## src/rtl/riscv_pkg.sv

```systemverilog
// Shared RISC-V datapath constants: native word width and operand-forwarding select codes.
package riscv_pkg;

  localparam int unsigned XLEN = 32;

  localparam int unsigned FWD_RF  = 0;
  localparam int unsigned FWD_EX  = 1;
  localparam int unsigned FWD_MEM = 2;
  localparam int unsigned FWD_WB  = 3;

endpackage

```

## src/rtl/pipe_skid_reg.sv

```systemverilog
// Registered valid/ready pipeline stage with a one-entry skid buffer and synchronous flush.
// in_ready depends only on the skid flop, so there is no combinational path from out_ready.
module pipe_skid_reg #(
  parameter int unsigned W = 33
) (
  input  logic         clk,
  input  logic         reset,
  input  logic [W-1:0] in_data,
  input  logic         in_valid,
  output logic         in_ready,
  input  logic         flush,
  output logic [W-1:0] out_data,
  output logic         out_valid,
  input  logic         out_ready
);

  logic [W-1:0] skid_data;
  logic         skid_valid;
  logic         accept;
  logic         advance;

  assign in_ready = ~skid_valid;
  assign accept   = in_valid & in_ready;
  assign advance  = ~out_valid | out_ready;

  // Valid flags: flush wins, then the skid entry refills the output ahead of new data.
  always_ff @(posedge clk or posedge reset) begin
    if (reset) begin
      out_valid  <= 1'b0;
      skid_valid <= 1'b0;
    end else if (flush) begin
      out_valid  <= 1'b0;
      skid_valid <= 1'b0;
    end else if (advance) begin
      if (skid_valid) begin
        out_valid  <= 1'b1;
        skid_valid <= 1'b0;
      end else begin
        out_valid <= accept;
      end
    end else if (accept) begin
      skid_valid <= 1'b1;
    end
  end

  // Payload registers follow the same priority; they simply hold when nothing moves.
  always_ff @(posedge clk or posedge reset) begin
    if (reset) begin
      out_data  <= '0;
      skid_data <= '0;
    end else if (!flush) begin
      if (advance) begin
        if (skid_valid) begin
          out_data <= skid_data;
        end else if (accept) begin
          out_data <= in_data;
        end
      end else if (accept) begin
        skid_data <= in_data;
      end
    end
  end

endmodule

```

## src/rtl/mux_n_pipe.sv

```systemverilog
// N-way WIDTH-bit select feeding a skid-buffered pipeline register; flags selects beyond N-1.
module mux_n_pipe
  import riscv_pkg::*;
#(
  parameter  int unsigned WIDTH = XLEN,
  parameter  int unsigned N     = 4,
  localparam int unsigned SEL_W = $clog2(N)
) (
  input  logic               clk,
  input  logic               reset,
  input  logic [N*WIDTH-1:0] in_data,
  input  logic [SEL_W-1:0]   sel,
  input  logic               in_valid,
  output logic               in_ready,
  input  logic               flush,
  output logic [WIDTH-1:0]   out_data,
  output logic               out_sel_err,
  output logic               out_valid,
  input  logic               out_ready
);

  logic [WIDTH-1:0] sel_val;
  logic             sel_err;
  logic [WIDTH:0]   stage_out;

  // Out-of-range selects fall through to zero.
  always_comb begin
    sel_val = '0;
    for (int unsigned k = 0; k < N; k++) begin
      if (sel == SEL_W'(k)) begin
        sel_val = in_data[k*WIDTH +: WIDTH];
      end
    end
  end

  generate
    if (N == (1 << SEL_W)) begin : g_pow2
      assign sel_err = 1'b0;
    end else begin : g_npow2
      assign sel_err = (sel >= SEL_W'(N));
    end
  endgenerate

  pipe_skid_reg #(
    .W (WIDTH + 1)
  ) u_stage (
    .clk       (clk),
    .reset     (reset),
    .in_data   ({sel_val, sel_err}),
    .in_valid  (in_valid),
    .in_ready  (in_ready),
    .flush     (flush),
    .out_data  (stage_out),
    .out_valid (out_valid),
    .out_ready (out_ready)
  );

  assign out_data    = stage_out[WIDTH:1];
  assign out_sel_err = stage_out[0];

endmodule

```

## config.mk

```make
export PLATFORM = sky130hd
export DESIGN_NAME = mux_n_pipe
export DESIGN_NICKNAME = d
export VERILOG_FILES = /design/src/rtl/riscv_pkg.sv /design/src/rtl/pipe_skid_reg.sv /design/src/rtl/mux_n_pipe.sv
export SDC_FILE = /design/constraint.sdc
export NUM_CORES = 1
export LEC_CHECK = 0
export CORE_ASPECT_RATIO = 1.75
export CORE_MARGIN = 2
export CORE_UTILIZATION = 40
export CTS_CLUSTER_SIZE = 8
export DETAILED_ROUTE_END_ITERATION = 8
export GPL_TIMING_DRIVEN = 1
export PLACE_DENSITY = 0.75
export SLEW_MARGIN = 10
export SYNTH_ARGS = -nofsm -noshare
export SYNTH_HDL_FRONTEND = slang
export SYNTH_SLANG_ARGS = --single-unit
export TNS_END_PERCENT = 1
```

## constraint.sdc

```tcl
create_clock -name clk -period 5.4 [get_ports clk]
set_input_delay 1.08 -clock clk [delete_from_list [all_inputs] [get_ports clk]]
set_output_delay 1.08 -clock clk [all_outputs]
set_load 0.03 [all_outputs]
```

==> results.py, run 1 <==
metrics = {
    "synthesis": {
        "yosysSeqAreaShare": 0.459,
        "yosys_warnings": 0,
        "yosys_register_bits": 66,
        "synth_nets": 433,
        "synth_fa_ha_area_frac": 0,
        "syn-instance-count": 298,
        "synth_top_family_by_area": "multiplexers",
        "synth_compound_area_frac": 0.104,
        "synth_xor_area_frac": 0,
        "ys.flop_type": "dfrtp_1",
        "ys_types": 20,
        "muxShareOfSynthArea": 0.302,
        "synthSimpleGateAreaFrac": 0.0814,
        "synth_edf_count": 0,
        "syn_area_per_cell_um2": 12.1,
        "async_flop_share": 1.00,
        "netlist_area_um2": 3600,
    },
    "power_and_ir_drop": {
        "p_sw_frac": 0.277,
        "switching_power_w": 0.000493,
        "vdd_drop_max_uv": 230,
        "p_clk_frac": 0.329,
        "seq_power_share": 0.380,
        "total_power_w": 0.00178,
        "p_per_area_nw_per_um2": 318,
        "p_comb_frac": 0.291,
        "p_leak_nw": 2.22,
        "p_int_w": 0.00129,
    },
    "setup_path": {
        "cp_max_fo": 36,
        "rrSetupSlack_ps": 3180,
        "critPathCaptureType": "flip-flop",
        "r2r_start": "u_stage.skid_valid",
        "start_kind": "primary input",
        "worstPathRequired_ps": 5540,
        "crit_arrival_ps": 3170,
        "cp-startpoint": "out_ready",
        "critPathSlowestCell": "and2_1",
        "path_cells": "clkdlybuf4s50_1, nand2b_4, and2_1, a31oi_1",
        "worstSetupPathType": "in -> reg",
        "crit_path_max_incr_delay_ps": 1000,
        "crit_end": "u_stage.out_data[6]",
        "timing.rr.end": "u_stage.out_data[6]",
        "r2r_cells": 4,
    },
    "place": {
        "hpwl_mm": 7.17,
        "portBuffers": 168,
        "gp_congestion": 0.761,
        "dp_cells": 560,
    },
    "route": {
        "route.detailed.drc": 0,
        "wl_mm": 9.94,
        "drt-pass1-iter-count": 4,
        "wire_per_inst_um": 17.3,
        "via_per_inst": 5.41,
        "ant_nets": 0,
        "vias": 3109,
        "drtIter0Drc": 147,
    },
    "clock_network": {
        "cts_buffers": 9,
        "clockBufferDepth": 2,
        "cts.sinks": 66,
        "postCtsSetupBuffers": 0,
        "root_buffer": "clkbuf_16",
        "cts_resized": 0,
        "path_clk_slew_ps": 50,
        "cts_tree": "built",
        "ctsHoldBuffers": 0,
        "clk_latency_ps": 320,
        "htreeDepth": 3,
    },
    "timing": {
        "setup_tns_ps": 0,
        "finalCritPeriodShare": 0.560,
        "hold_viol": 0,
        "tightest_slew_ps": 1200,
        "slew_headroom": 0.203,
        "fmax_ghz": 0.331,
        "grt_setup_unrepaired": "no",
        "setup_violations": 0,
        "drv_slew": 0,
        "finClkSkew_ps": 5.43,
        "fin_crit_ps": 3030,
    },
    "final_layout": {
        "stdcell_count": 575,
        "diodes": 0,
        "area_growth_pct": 55.6,
        "final_layout_size_suffix_gt1_frac": 0.194,
        "nets": 589,
    },
    "floorplanning": {
        "core_region_area_um2": 8730,
        "die_x_um": 75.7,
        "dieArea_um2": 9790,
        "initial_core_util": 0.412,
        "fp.dieH_um": 129,
        "io_pins": 170,
        "rows": 45,
    },
    "global_routing": {
        "grt_max_degree": 67,
        "grt_use_total": 0.217,
        "antenna_found_initial": 0,
        "gr-total-overflow": 0,
        "grt_pass1_wl_mm": 15.9,
        "first_global_vias": 3320,
    },
    "worst_hold_path": {
        "hold_path.class": "reg -> reg",
    },
    "run": {
        "max_cap_violations": 0,
    },
    "outcome": {
        "run_status": "finished, final reports clean",
    },
}
[worst max-delay path: cells and delay by family]
| family | cells | cell delay [ps] |
|---|---|---|
| simple gates | 2 | 1390 |
| buf+inv | 1 | 460 |
| compound gates | 1 | 230 |
[cell type report]
class | count | area, µm²
timing repair buffer | 175 | 1730
tap | 117 | 146
clock buffer | 13 | 270
multi-input combinational | 200 | 1760
clock inverter | 2 | 35.0
sequential | 66 | 1650
inverter | 2 | 7.51
fill | 683 | 3130
[flip-flops by register name (all words and copies together), names as in the netlist]
name	count
u_stage.out_data	32
u_stage.skid_data	32
u_stage.out_valid	1
u_stage.skid_valid	1
[stage by stage]
| stage | util | hold slack [ps] | area [µm²] | worst slack (ps) |
|---|---|---|---|---|
| CTS | 0.641 | 508 | 5600 | 2370 |
| floorplan | - | 480 | 3600 | 2670 |
| finish | 0.641 | 505 | 5600 | 2370 |
| global placement | 0.606 | 489 | 5290 | 2140 |
| detailed placement | 0.606 | 496 | 5290 | 2030 |
| global route | 0.641 | 519 | 5600 | 2230 |
[power groups by stage]
stage               clock network (W)  logic (W)  registers [W]
finish                       0.000587   0.000518       0.000677
global route                 0.000615   0.000557       0.000693
floorplan                           0   0.000202       0.000760
detailed placement                  0   0.000524       0.000682
global placement                    0   0.000511       0.000677
CTS                          0.000599   0.000525       0.000677
[worst min-delay path by stage]
stage | from | to | slack (ps) | cells past startpoint
2_1_floorplan | u_stage.skid_data[21] | u_stage.skid_data[21] | 480 | 1
3_3_place_gp | u_stage.skid_data[5] | u_stage.skid_data[5] | 490 | 1
3_5_place_dp | u_stage.skid_data[15] | u_stage.skid_data[15] | 500 | 1
4_1_cts | u_stage.skid_data[15] | u_stage.skid_data[15] | 510 | 1
5_1_grt | u_stage.skid_data[29] | u_stage.skid_data[29] | 520 | 1
6_report | u_stage.skid_data[11] | u_stage.skid_data[11] | 510 | 1
[layout by cell type (no fill, tap or decap), drive strengths merged]
| master | count |
|---|---|
| clkdlybuf4s50 | 167 |
| dfrtp | 66 |
| nand2 | 64 |
| a21oi | 33 |
| mux4 | 32 |
| a31oi | 32 |
| mux2 | 32 |
| clkbuf | 13 |
| buf | 8 |
| inv | 2 |
| nand2b | 1 |
| o21ba | 1 |
| and2 | 1 |
| nor4b | 1 |
| nor2 | 1 |
| nor3 | 1 |
| conb | 1 |
| bufinv | 1 |
| clkinv | 1 |
[per-layer routing]
metal / share of wire / vias up / track usage
met5: 0 / - / 0
met4: 0.023 / 0 / 0.0939
met3: 0.061 / 17 / 0.0381
met2: 0.57 / 139 / 0.389
met1: 0.35 / 1537 / 0.246
li1: - / 1416 / -
[logic make-up (layout without fill, tap and decap cells)]
family | after synthesis | after routing
AOI/OAI and AO/OA | 66 | 66
buffers and inverters | 32 | 192
DFF | 66 | 66
muxes | 64 | 64
other | 1 | 1
and+or+nand+nor | 69 | 69
[cell usage after synthesis, types with 2 or more instances]
library cell  number  area [µm²]
buf_2              8        40.0
a21oi_1           33         165
clkbuf_1          13        48.8
dfrtp_1           66        1650
mux2_2            31         349
inv_1              2        7.51
nand2_1           64         240
a31oi_1           32         200
mux4_2            32         721
buf_6              7        78.8
Note: power is estimated with default switching activity, not from simulation.
==> run 2, diff against run 1 <==
==> constraint.sdc (replaced) <==
create_clock -name clk -period 3 [get_ports clk]
set_input_delay 0.6 -clock clk [delete_from_list [all_inputs] [get_ports clk]]
set_output_delay 0.6 -clock clk [all_outputs]
set_load 0.03 [all_outputs]
==> results.py, run 2 (synthesized netlist as in run 1, its figures left out) <==
metrics = {
    "floorplanning": {
        "fp.dieH_um": 129,
        "dieArea_um2": 9790,
        "io_pins": 170,
        "rows": 45,
        "initial_core_util": 0.412,
        "core_region_area_um2": 8730,
        "die_x_um": 75.7,
    },
    "global_routing": {
        "gr-total-overflow": 0,
        "grt_use_total": 0.240,
        "grt_pass1_wl_mm": 17.2,
        "grt_max_degree": 36,
        "first_global_vias": 3404,
        "antenna_found_initial": 1,
    },
    "clock_network": {
        "cts_tree": "built",
        "clockBufferDepth": 2,
        "cts_resized": 0,
        "root_buffer": "clkbuf_16",
        "htreeDepth": 3,
        "clk_latency_ps": 320,
        "cts_buffers": 9,
        "postCtsSetupBuffers": 0,
        "cts.sinks": 66,
        "ctsHoldBuffers": 0,
        "path_clk_slew_ps": 50,
    },
    "timing": {
        "grt_setup_unrepaired": "no",
        "finalCritPeriodShare": 0.690,
        "fin_crit_ps": 2070,
        "setup_tns_ps": 0,
        "slew_headroom": 0.509,
        "drv_slew": 0,
        "setup_violations": 0,
        "tightest_slew_ps": 735,
        "fmax_ghz": 0.483,
        "timing.final.ws_setup_ps": 929,
        "hold_viol": 0,
        "finClkSkew_ps": 4.79,
    },
    "worst_hold_path": {
        "min_from": "u_stage.skid_data[14]",
        "hold_path.class": "reg -> reg",
    },
    "setup_path": {
        "cp_max_fo": 2,
        "crit_path_max_incr_delay_ps": 700,
        "worstPathRequired_ps": 2400,
        "critPathTopFamily": "buffers and inverters",
        "cp-startpoint": "u_stage.skid_valid",
        "start_kind": "flip-flop",
        "r2r_start": "u_stage.skid_valid",
        "worstSetupPathType": "reg -> out",
        "critPathSlowestCell": "clkdlybuf4s50_1",
        "path_buf_inv": 2,
        "path_cells": "inv_1, clkdlybuf4s50_1",
        "crit_arrival_ps": 1470,
        "critPathCaptureType": "output pin",
    },
    "final_layout": {
        "final_util": 0.641,
        "seqCellArea_um2": 1650,
        "final_area_um2": 5590,
        "final_layout_size_suffix_gt1_frac": 0.197,
        "mostFrequentLayoutCell": "clkdlybuf4s50_1",
        "largestRegisters": "u_stage.out_data: 32 flops, u_stage.skid_data: 32 flops",
        "fillers": 707,
        "multi_input_area_um2": 1760,
        "nets": 595,
        "area_growth_pct": 55.5,
        "final_cell_mix": "167 x clkdlybuf4s50_1, 66 x dfrtp_1, 64 x nand2_1",
    },
    "route": {
        "ant_nets": 0,
        "route.detailed.drc": 0,
        "via_per_inst": 5.45,
        "drtIter0Drc": 188,
        "drt-pass1-iter-count": 4,
        "wl_mm": 10.9,
        "wire_per_inst_um": 18.9,
        "vias": 3159,
    },
    "place": {
        "pre_cts_slack_ps": 720,
        "place_area_um2": 5350,
        "hpwl_mm": 7.95,
        "gp_congestion": 0.775,
        "portBuffers": 168,
    },
    "outcome": {
        "run_status": "finished, final reports clean",
    },
    "run": {
        "max_cap_violations": 0,
    },
    "power_and_ir_drop": {
        "total_power_w": 0.00306,
        "vdd_drop_max_uv": 346,
        "p_leak_nw": 2.22,
        "p_per_area_nw_per_um2": 546,
    },
}
run 2: power breakdown:
part	switching, W	leakage [nW]	total [W]	internal, W
registers	0.000120	0.769	0.00122	0.00110
clock network	0.000339	0.118	0.000883	0.000543
logic	0.000428	1.33	0.000949	0.000521
total	0.000888	2.22	0.00306	0.00217
run 2: through the flow:
stage               hold WS, ps  cells
floorplan                   480    298
global placement            490    566
detailed placement          496    566
CTS                         507    579
global route                526    580
finish                      504    580
run 2: area by class of cell:
cell class / count / share of cell area
Inverter: 2 / 0.00134
Clock buffer: 12 / 0.0423
Clock inverter: 1 / 0.000895
Sequential cell: 66 / 0.295
Multi-Input combinational cell: 200 / 0.314
Antenna cell: 1 / 0.000447
Tap cell: 117 / 0.0262
Timing Repair Buffer: 181 / 0.319
run 2: final timing paths:
path	to	slack [ps]	cells after the start
max	in_ready	930	2
min	u_stage.skid_data[14]	500	1
min reg2reg	u_stage.skid_data[14]	500	1
max in group asynchronous	u_stage.out_data[30]	1510	3
min in group asynchronous	u_stage.out_data[6]	730	2
max reg2reg	u_stage.skid_data[30]	1210	4
run 2: worst reg2reg max path: cells and delay by family, from the launching register on:
| kind | cells | cell delay (ps) |
|---|---|---|
| buf+inv | 2 | 580 |
| flops | 1 | 370 |
| simple gates | 1 | 330 |
| mux | 1 | 380 |
run 2: metal layers:
metal | vias up | GRT usage | share of wire
li1 | 1424 | - | -
met1 | 1550 | 0.271 | 0.34
met2 | 152 | 0.416 | 0.55
met3 | 33 | 0.0583 | 0.068
met4 | 0 | 0.109 | 0.043
met5 | - | 0 | 0
==> run 3, diff against run 2 <==
==> constraint.sdc (replaced) <==
create_clock -name clk -period 2.13 [get_ports clk]
set_input_delay 0.426 -clock clk [delete_from_list [all_inputs] [get_ports clk]]
set_output_delay 0.426 -clock clk [all_outputs]
set_load 0.03 [all_outputs]
==> results.py, run 3 (synthesized netlist as in run 1, its figures left out) <==
metrics = {
    "setup_path": {
        "worstPathRequired_ps": 1700,
        "cp_max_fo": 3,
        "r2r_cells": 5,
        "crit_path_max_incr_delay_ps": 680,
        "rrSetupSlack_ps": 380,
        "start_kind": "flip-flop",
        "cp-startpoint": "u_stage.skid_valid",
        "path_cells": "inv_1, clkdlybuf4s50_1",
        "timing.rr.end": "u_stage.out_data[21]",
        "critPathSlowestCell": "clkdlybuf4s50_1",
        "worstSetupPathType": "reg -> out",
        "r2r_start": "u_stage.skid_valid",
        "crit_arrival_ps": 1560,
        "critPathCaptureType": "output pin",
    },
    "place": {
        "place_area_um2": 5380,
        "hpwl_mm": 7.46,
        "gp_congestion": 0.756,
        "dp_cells": 563,
        "portBuffers": 168,
    },
    "final_layout": {
        "multi_input_area_um2": 1760,
        "seqCellArea_um2": 1650,
        "final_layout_size_suffix_gt1_frac": 0.197,
        "area_growth_pct": 57.5,
        "final_area_um2": 5660,
        "fillers": 687,
        "mostFrequentLayoutCell": "clkdlybuf4s50_1",
        "final_util": 0.649,
        "largestRegisters": "u_stage.out_data: 32 flops, u_stage.skid_data: 32 flops",
        "final_cell_mix": "167 x clkdlybuf4s50_1, 66 x dfrtp_1, 64 x nand2_1",
        "diodes": 0,
        "nets": 592,
        "stdcell_count": 578,
    },
    "clock_network": {
        "root_buffer": "clkbuf_16",
        "clockBufferDepth": 2,
        "cts.sinks": 66,
        "cts_resized": 0,
        "postCtsSetupBuffers": 0,
        "htreeDepth": 3,
        "cts_tree": "built",
        "clk_latency_ps": 320,
        "cts_buffers": 9,
        "ctsHoldBuffers": 0,
        "path_clk_slew_ps": 50,
    },
    "route": {
        "drt-pass1-iter-count": 4,
        "route.detailed.drc": 0,
        "wl_mm": 10.2,
        "via_per_inst": 5.42,
        "drtIter0Drc": 183,
        "ant_nets": 0,
        "vias": 3133,
        "wire_per_inst_um": 17.7,
    },
    "timing": {
        "finClkSkew_ps": 8.56,
        "fmax_ghz": 0.504,
        "fin_crit_ps": 1980,
        "hold_viol": 0,
        "drv_slew": 0,
        "grt_setup_unrepaired": "no",
        "setup_violations": 0,
        "hold_ws_ps": 463,
        "setup_tns_ps": 0,
        "finalCritPeriodShare": 0.931,
    },
    "power_and_ir_drop": {
        "p_leak_nw": 2.24,
        "vdd_drop_max_uv": 561,
        "p_per_area_nw_per_um2": 791,
    },
    "global_routing": {
        "first_global_vias": 3383,
        "grt_max_degree": 67,
        "antenna_found_initial": 0,
        "grt_use_total": 0.221,
        "gr-total-overflow": 0,
        "grt_pass1_wl_mm": 16.2,
    },
    "floorplanning": {
        "rows": 45,
        "initial_core_util": 0.412,
        "fp.dieH_um": 129,
        "io_pins": 170,
        "core_region_area_um2": 8730,
        "dieArea_um2": 9790,
        "die_x_um": 75.7,
    },
    "run": {
        "max_cap_violations": 0,
    },
    "outcome": {
        "run_status": "finished, final reports clean",
    },
    "worst_hold_path": {
        "hold_path.class": "in -> async",
    },
}
-- run 3: cell types whose count changed in the layout (fill, tap and decap cells not counted) --
cell | before | now
buf_4 | 12 | 5
buf_12 | 1 | 5
bufinv_16 | 0 | 1
clkbuf_1 | 3 | 2
diode_2 | 1 | 0
clkinv_2 | 1 | 2
clkbuf_8 | 0 | 1
-- run 3: worst max-delay path, delay by kind of cell, from the launching register on --
kind / cells / cell delay, ps
buffers and inverters: 2 / 790
DFF: 1 / 430
-- run 3: worst max-delay path by stage --
stage                                        to  slack, ps
after detailed placement   u_stage.out_data[21]         60
after floorplan            u_stage.out_data[10]         50
after CTS                              in_ready        130
after global routing                   in_ready        100
after global placement    u_stage.skid_data[29]         90
final                                  in_ready        150
-- run 3: area by class of cell --
type	instances	share of cell area
inverters	2	0.00133
well taps	117	0.0259
repair buffers	178	0.320
flip-flops and latches	66	0.292
multi-input cells	200	0.310
clock inverters	3	0.00707
clock buffers	12	0.0435
-- run 3: power breakdown --
part	leakage, nW	internal [W]	switching, W
clock	0.142	0.000927	0.000490
combinational	1.33	0.000739	0.000599
sequential	0.769	0.00155	0.000170
total	2.24	0.00322	0.00126
-- run 3: layer usage --
metal / track usage / wire, µm / vias to the layer above
li1: - / - / 1421
met1: 0.243 / 3520 / 1576
met2: 0.395 / 5900 / 118
met3: 0.0529 / 565 / 18
met4: 0.0908 / 243 / 0
met5: 0 / 0 / -
-- run 3: stage by stage --
stage	total power [W]	setup WS [ps]
2_1_floorplan	0.00244	49.2
3_3_place_gp	0.00303	87.2
3_5_place_dp	0.00309	61.5
4_1_cts	0.00452	132
5_1_grt	0.00470	105
6_report	0.00448	148
